==> config.mk <==
export PLATFORM = sky130hd
export DESIGN_NAME = malu_modexp_seq
export DESIGN_NICKNAME = d
export VERILOG_FILES = /design/src/rtl/malu_modexp_seq.sv
export SDC_FILE = /design/constraint.sdc
export NUM_CORES = 1
export LEC_CHECK = 0
export BUFFER_PORTS_ARGS = -buffer_cell sky130_fd_sc_hd__buf_2
export CORE_AREA = 10 10 298 300
export DETAILED_ROUTE_END_ITERATION = 10
export DIE_AREA = 0 0 308 310
export SYNTH_ARGS = -nofsm -noshare
export SYNTH_HDL_FRONTEND = slang
export SYNTH_SLANG_ARGS = --single-unit
==> constraint.sdc <==
create_clock -name clk -period 2.6 [get_ports clk]
set_input_delay 0.39 -clock clk [delete_from_list [all_inputs] [get_ports clk]]
set_output_delay 0.39 -clock clk [all_outputs]
set_load 0.05 [all_outputs]
==> src/rtl/malu_modexp_seq.sv <==
// Modular-exponentiation sequencer in front of the MALU.
// Computes base^exp mod m by right-to-left square-and-multiply: one MALU
// multiply/reduce per step, with the combinational result captured on the
// same clock edge. All outputs, including the MALU operand bus, are registered
// and are loaded from the next-state values.
module malu_modexp_seq #(
  parameter int unsigned EXP_W  = 128,
  parameter int unsigned DATA_W = 128,
  parameter int unsigned MOD_W  = 6
) (
  input  logic              clk,
  input  logic              reset,
  input  logic              start,
  input  logic [DATA_W-1:0] base_in,
  input  logic [EXP_W-1:0]  exp_in,
  input  logic [MOD_W-1:0]  mod_in,
  output logic              busy,
  output logic              done,
  output logic              err,
  output logic [DATA_W-1:0] result,
  output logic [DATA_W-1:0] malu_a,
  output logic [DATA_W-1:0] malu_b,
  output logic [MOD_W-1:0]  malu_c,
  output logic [2:0]        malu_op,
  input  logic [DATA_W-1:0] malu_result
);

  localparam logic [2:0] OP_MUL  = 3'b010;
  localparam logic [2:0] OP_MOD  = 3'b011;
  localparam logic [2:0] OP_IDLE = 3'b111;

  typedef enum logic [2:0] {
    S_IDLE   = 3'd0,
    S_REDUCE = 3'd1,
    S_INIT   = 3'd2,
    S_MUL    = 3'd3,
    S_SQR    = 3'd4,
    S_FIN    = 3'd5
  } state_t;

  state_t              state_q, state_d;
  logic [DATA_W-1:0]   acc_q, acc_d;
  logic [DATA_W-1:0]   b_q, b_d;
  logic [EXP_W-1:0]    e_q, e_d;
  logic [MOD_W-1:0]    m_q, m_d;
  logic                busy_q, busy_d;
  logic                done_q, done_d;
  logic                err_q, err_d;
  logic [DATA_W-1:0]   result_q, result_d;
  logic [DATA_W-1:0]   malu_a_q, malu_a_d;
  logic [DATA_W-1:0]   malu_b_q, malu_b_d;
  logic [MOD_W-1:0]    malu_c_q, malu_c_d;
  logic [2:0]          malu_op_q, malu_op_d;

  // Step selection from the remaining exponent bits.
  function automatic state_t step_for(input logic [EXP_W-1:0] e);
    if (e == '0)      return S_FIN;
    else if (e[0])    return S_MUL;
    else              return S_SQR;
  endfunction

  // State register and datapath registers.
  always_ff @(posedge clk) begin
    if (reset) begin
      state_q   <= S_IDLE;
      acc_q     <= '0;
      b_q       <= '0;
      e_q       <= '0;
      m_q       <= '0;
      busy_q    <= 1'b0;
      done_q    <= 1'b0;
      err_q     <= 1'b0;
      result_q  <= '0;
      malu_a_q  <= '0;
      malu_b_q  <= '0;
      malu_c_q  <= '0;
      malu_op_q <= OP_IDLE;
    end else begin
      state_q   <= state_d;
      acc_q     <= acc_d;
      b_q       <= b_d;
      e_q       <= e_d;
      m_q       <= m_d;
      busy_q    <= busy_d;
      done_q    <= done_d;
      err_q     <= err_d;
      result_q  <= result_d;
      malu_a_q  <= malu_a_d;
      malu_b_q  <= malu_b_d;
      malu_c_q  <= malu_c_d;
      malu_op_q <= malu_op_d;
    end
  end

  // Next-state, datapath capture and the operand bus for the next step.
  always_comb begin
    state_d   = state_q;
    acc_d     = acc_q;
    b_d       = b_q;
    e_d       = e_q;
    m_d       = m_q;
    err_d     = err_q;
    result_d  = result_q;
    malu_a_d  = '0;
    malu_b_d  = '0;
    malu_c_d  = '0;
    malu_op_d = OP_IDLE;

    case (state_q)
      S_IDLE: begin
        if (start) begin
          b_d   = base_in;
          e_d   = exp_in;
          m_d   = mod_in;
          err_d = 1'b0;
          if (mod_in == '0) begin
            err_d   = 1'b1;
            state_d = S_FIN;
          end else begin
            state_d = S_REDUCE;
          end
        end
      end
      S_REDUCE: begin
        b_d     = malu_result;
        state_d = S_INIT;
      end
      S_INIT: begin
        acc_d   = malu_result;
        state_d = step_for(e_q);
      end
      S_MUL: begin
        acc_d   = malu_result;
        state_d = S_SQR;
      end
      S_SQR: begin
        b_d     = malu_result;
        e_d     = e_q >> 1;
        state_d = step_for(e_q >> 1);
      end
      S_FIN: begin
        state_d = S_IDLE;
      end
      default: begin
        state_d = S_IDLE;
      end
    endcase

    // Result becomes visible together with the done pulse.
    if (state_d == S_FIN) begin
      result_d = err_d ? '0 : acc_d;
    end

    done_d = (state_d == S_FIN);
    busy_d = (state_d == S_REDUCE) || (state_d == S_INIT) ||
             (state_d == S_MUL)    || (state_d == S_SQR);

    case (state_d)
      S_REDUCE: begin
        malu_op_d = OP_MOD;
        malu_a_d  = b_d;
        malu_b_d  = DATA_W'(m_d);
        malu_c_d  = m_d;
      end
      S_INIT: begin
        malu_op_d = OP_MOD;
        malu_a_d  = DATA_W'(1);
        malu_b_d  = DATA_W'(m_d);
        malu_c_d  = m_d;
      end
      S_MUL: begin
        malu_op_d = OP_MUL;
        malu_a_d  = acc_d;
        malu_b_d  = b_d;
        malu_c_d  = m_d;
      end
      S_SQR: begin
        malu_op_d = OP_MUL;
        malu_a_d  = b_d;
        malu_b_d  = b_d;
        malu_c_d  = m_d;
      end
      default: begin
        malu_op_d = OP_IDLE;
      end
    endcase
  end

  assign busy    = busy_q;
  assign done    = done_q;
  assign err     = err_q;
  assign result  = result_q;
  assign malu_a  = malu_a_q;
  assign malu_b  = malu_b_q;
  assign malu_c  = malu_c_q;
  assign malu_op = malu_op_q;

endmodule

==> summary.log <==
qor: synthesis.synth-seq-area-share 55.9%
qor: power_and_ir_drop.worst_ir_drop_vdd 0.000512 V
qor: synthesis.syn_area_per_cell 9.37 um2
qor: synthesis.synth.net_count 3402
qor: place.dp_cells 4780
qor: power_and_ir_drop.power.density_cell_area 796 mW/mm2
qor: drt.drt-initial-drc-count 2969
qor: place.place.port_buffers 787
qor: global_routing.pin_count_of_the_biggest_net_entering_global_routing 256
qor: drt.drt_pass1_iterations 9
qor: global_routing.grt_use_total 23.1%
qor: die.die_height 310 um
qor: synthesis.synth.top_cell.area_share 55.9%
qor: clock_tree.h-tree-depth 3
qor: cells_and_area.fin_util 46.3%
qor: clock_tree.clkSlewWorstSetupHoldPaths 0.06 ns
qor: timing.timing_hold_violations_final 0
qor: clock_tree.tritoncts built
qor: synthesis.dominantRegCellSynth sky130_fd_sc_hd__dfxtp_1
qor: flow_run.drv_cap 0
qor: synthesis.synthSimpleGateAreaFrac 15.3%
qor: die.floorplan.initialDensity 34.0%
qor: drt.drc 0
qor: synthesis.synth.yosys.warnings 0
qor: status.violated_checks setup timing
qor: timing.fin_setup_tns -0.415 ns
qor: timing.fmax 379 MHz
qor: die.die_area 0.0955 mm2
qor: setup_path.cells_along_the_critical_path nor4_1 > nand4_1 > or4_4 > o21ai_4 > buf_6 > buf_4 > a21oi_4 > buf_12 > o2bb2ai_1
qor: die.rows 106
qor: cells_and_area.final.fill_count 7938
qor: setup_path.critPathSlowestCell sky130_fd_sc_hd__or4_4
qor: synthesis.post_synth_fa_ha_maj_area_fraction 0%
qor: setup_path.max_stage_delay 0.56 ns
qor: place.gp_routability_congestion 0.882
qor: clock_tree.cts_made_buffers 86
qor: power_and_ir_drop.p_leak 17.2 nW
qor: synthesis.synth_top_area_cells sky130_fd_sc_hd__dfxtp_1 56%, sky130_fd_sc_hd__nor2_1 7.1%, sky130_fd_sc_hd__mux2i_1 4.8%
qor: timing.setup-violations-final 25
qor: setup_path.critPathMaxFanout 60
qor: synthesis.post_synth_most_frequent_cells 788 x sky130_fd_sc_hd__dfxtp_1, 531 x sky130_fd_sc_hd__nor2_1, 262 x sky130_fd_sc_hd__nand2_1
qor: drt.ant_nets 0
qor: timing.crit_share_post_route 101%
qor: drt.routed_wl 120 mm
qor: die.placeableCoreArea 0.0829 mm2
qor: setup_path.critPathLaunchType register
qor: timing.slew_viol_final 0
qor: clock_tree.numClockSinks 788
qor: clock_tree.clk_path_buf_depth 3
qor: synthesis.yosys.area_share.xor_xnor 0.0310%
qor: synthesis.post_synth_instance_area 0.0282 mm2
qor: global_routing.antenna_found_initial 14
qor: timing.rsz_0062_raised_after_global_routing yes
qor: status.outcome finished with violations
qor: synthesis.synth_compound_area_share 19.9%
qor: timing.clock-skew-final 0.0608 ns
qor: cells_and_area.register_area 0.0158 mm2
qor: die.dieWidth 308 um
qor: drt.drt-wirelength-per-cell 24.0 um
qor: timing.timing.final.ws_setup -0.0356 ns
qor: cells_and_area.finalNonFillerCells 4995
qor: drt.vias_per_cell 5.38
qor: min_path.timing.hold.worst.class in -> reg
qor: synthesis.post-synth-top-count-cell sky130_fd_sc_hd__dfxtp_1
qor: synthesis.asyncSetResetFlopFracSynth 0%
qor: global_routing.grt_first_pass_wirelength 169 mm
qor: place.post-dp-hpwl 84.8 mm
qor: setup_path.worstSetupEndpointType register
qor: synthesis.netlist_instances 3009
qor: global_routing.via_count_of_the_first_global_routing_pass 25.7k
qor: synthesis.ys_ff_latch 788
qor: synthesis.synth-edff-count 0
qor: setup_path.criticalPathCategory reg -> reg
qor: synthesis.synth_largest_area_cell sky130_fd_sc_hd__dfxtp_1
qor: setup_path.endpoint_arrival_time_on_the_critical_path 3.14 ns
qor: synthesis.synth_cell_types 47
qor: cells_and_area.final_design_area_no_fill 0.0383 mm2
qor: timing.period_minus_slack 2.64 ns
qor: timing.slew-limit-headroom 29.2%
qor: place.postPlaceCellArea 0.0345 mm2
qor: global_routing.grt.overflow.total 0
qor: cells_and_area.area_growth_syn_to_layout 36.0%
qor: clock_tree.root_buffer sky130_fd_sc_hd__clkbuf_16
qor: clock_tree.clk_latency 0.66 ns
qor: die.ioPinCount 789
qor: synthesis.mux_share_of_post_synthesis_cell_area 4.75%
qor: timing.worstMarginPinSlew 1.06 ns
qor: setup_path.critical_path_required 3.10 ns
qor: cells_and_area.drive_gt1_share 30.7%
qor: cells_and_area.num-nets-final 4235
qor: drt.dr_total_vias 26.9k
qor: cells_and_area.multiInputGateArea 0.0117 mm2
qor: synthesis.largest_family_of_logic_cells_by_synthesized_area compound AO/OA/AOI/OAI gates
==> cell usage in the layout (no fill, tap or decap), drive strengths merged, types with 10 or more instances in the layout <==
cell,Yosys,layout
nor4,39,39
mux2i,134,134
clkbuf,223,133
dlygate4sd3,0,35
nand2,262,262
dfxtp,788,788
nand4,10,10
nor2,532,532
o2bb2ai,127,127
o21ai,131,131
clkinv,0,15
a311oi,127,127
nand2b,131,131
buf,65,991
a222oi,128,128
a21oi,255,255
==> state kept, by name, indices dropped and copies added (netlist names) <==
signal   cells
acc_q      128
b_q        128
e_q        128
malu_a     128
malu_b     128
result     128
m_q          6
malu_c       6
state_q      3
malu_op      2
busy         1
done         1
err          1
==> cells by family after synthesis <==
| group | after synthesis |
|---|---|
| AND/OR/NAND/NOR | 1005 |
| flip-flops | 788 |
| XOR/XNOR | 1 |
| buffers and inverters | 293 |
| AO/OA/AOI/OAI | 787 |
| other | 1 |
| multiplexers | 134 |
==> metrics by stage <==
stage | worst slack (ns) | hold slack (ns) | total power, W
detailed placement | -0.253 | 0.441 | 0.0181
finish | -0.0356 | 0.0416 | 0.0305
global placement | -0.240 | 0.441 | 0.0181
floorplan | 0.321 | 0.461 | 0.0159
CTS | 0.00455 | 0.000594 | 0.0306
global route | -0.107 | 0.0310 | 0.0316
==> final timing paths <==
check	startpoint	depth (start not counted)	end	slack, ns
max	e_q[16]	9	result[121]	-0.04
min reg2reg	result[42]	1	result[42]	0.46
min	exp_in[99]	3	e_q[99]	0.04
max reg2reg	e_q[16]	9	result[121]	-0.04
==> per-layer routing <==
layer | part of all wire [%] | GRT usage [%] | up-vias
li1 | - | - | 12421
met1 | 41 | 29.1 | 12976
met2 | 47 | 38.0 | 1242
met3 | 8.0 | 4.76 | 229
met4 | 4.1 | 9.65 | 10
met5 | 0.057 | 0 | -
==> cell type report <==
cell class | count | share of cell area [%]
flip-flops and latches | 788 | 41.1
multi-input cells | 1928 | 30.4
repair buffers | 1033 | 17.3
clock buffers | 126 | 6.60
well taps | 1080 | 3.52
clock inverters | 28 | 0.936
inverters | 5 | 0.0555
diodes | 7 | 0.0457
==> where the power goes <==
| group | switching [W] | internal, W |
|---|---|---|
| sequential | 0.000329 | 0.0127 |
| combinational | 0.00324 | 0.00178 |
| clock | 0.00523 | 0.00721 |
==> critical path: cells and delay by family, from the launching register on <==
family	cells	cell delay (ns)
AOI/OAI and AO/OA	3	0.42
buffers and inverters	3	0.44
DFF	1	0.32
and+or+nand+nor	3	1.24
==> repair_timing <==
| item | CTS | global route |
|---|---|---|
| cloned | 0 | 8 |
| endpoints found under the hold margin | 35 | 0 |
| gates resized for setup | 18 | 45 |
| hold buffers | 35 | 0 |
| pin swaps | 1 | 5 |
| endpoints found under the setup margin | 357 | 390 |
| buffers inserted | 0 | 11 |
(Power assumes the default switching activity.)
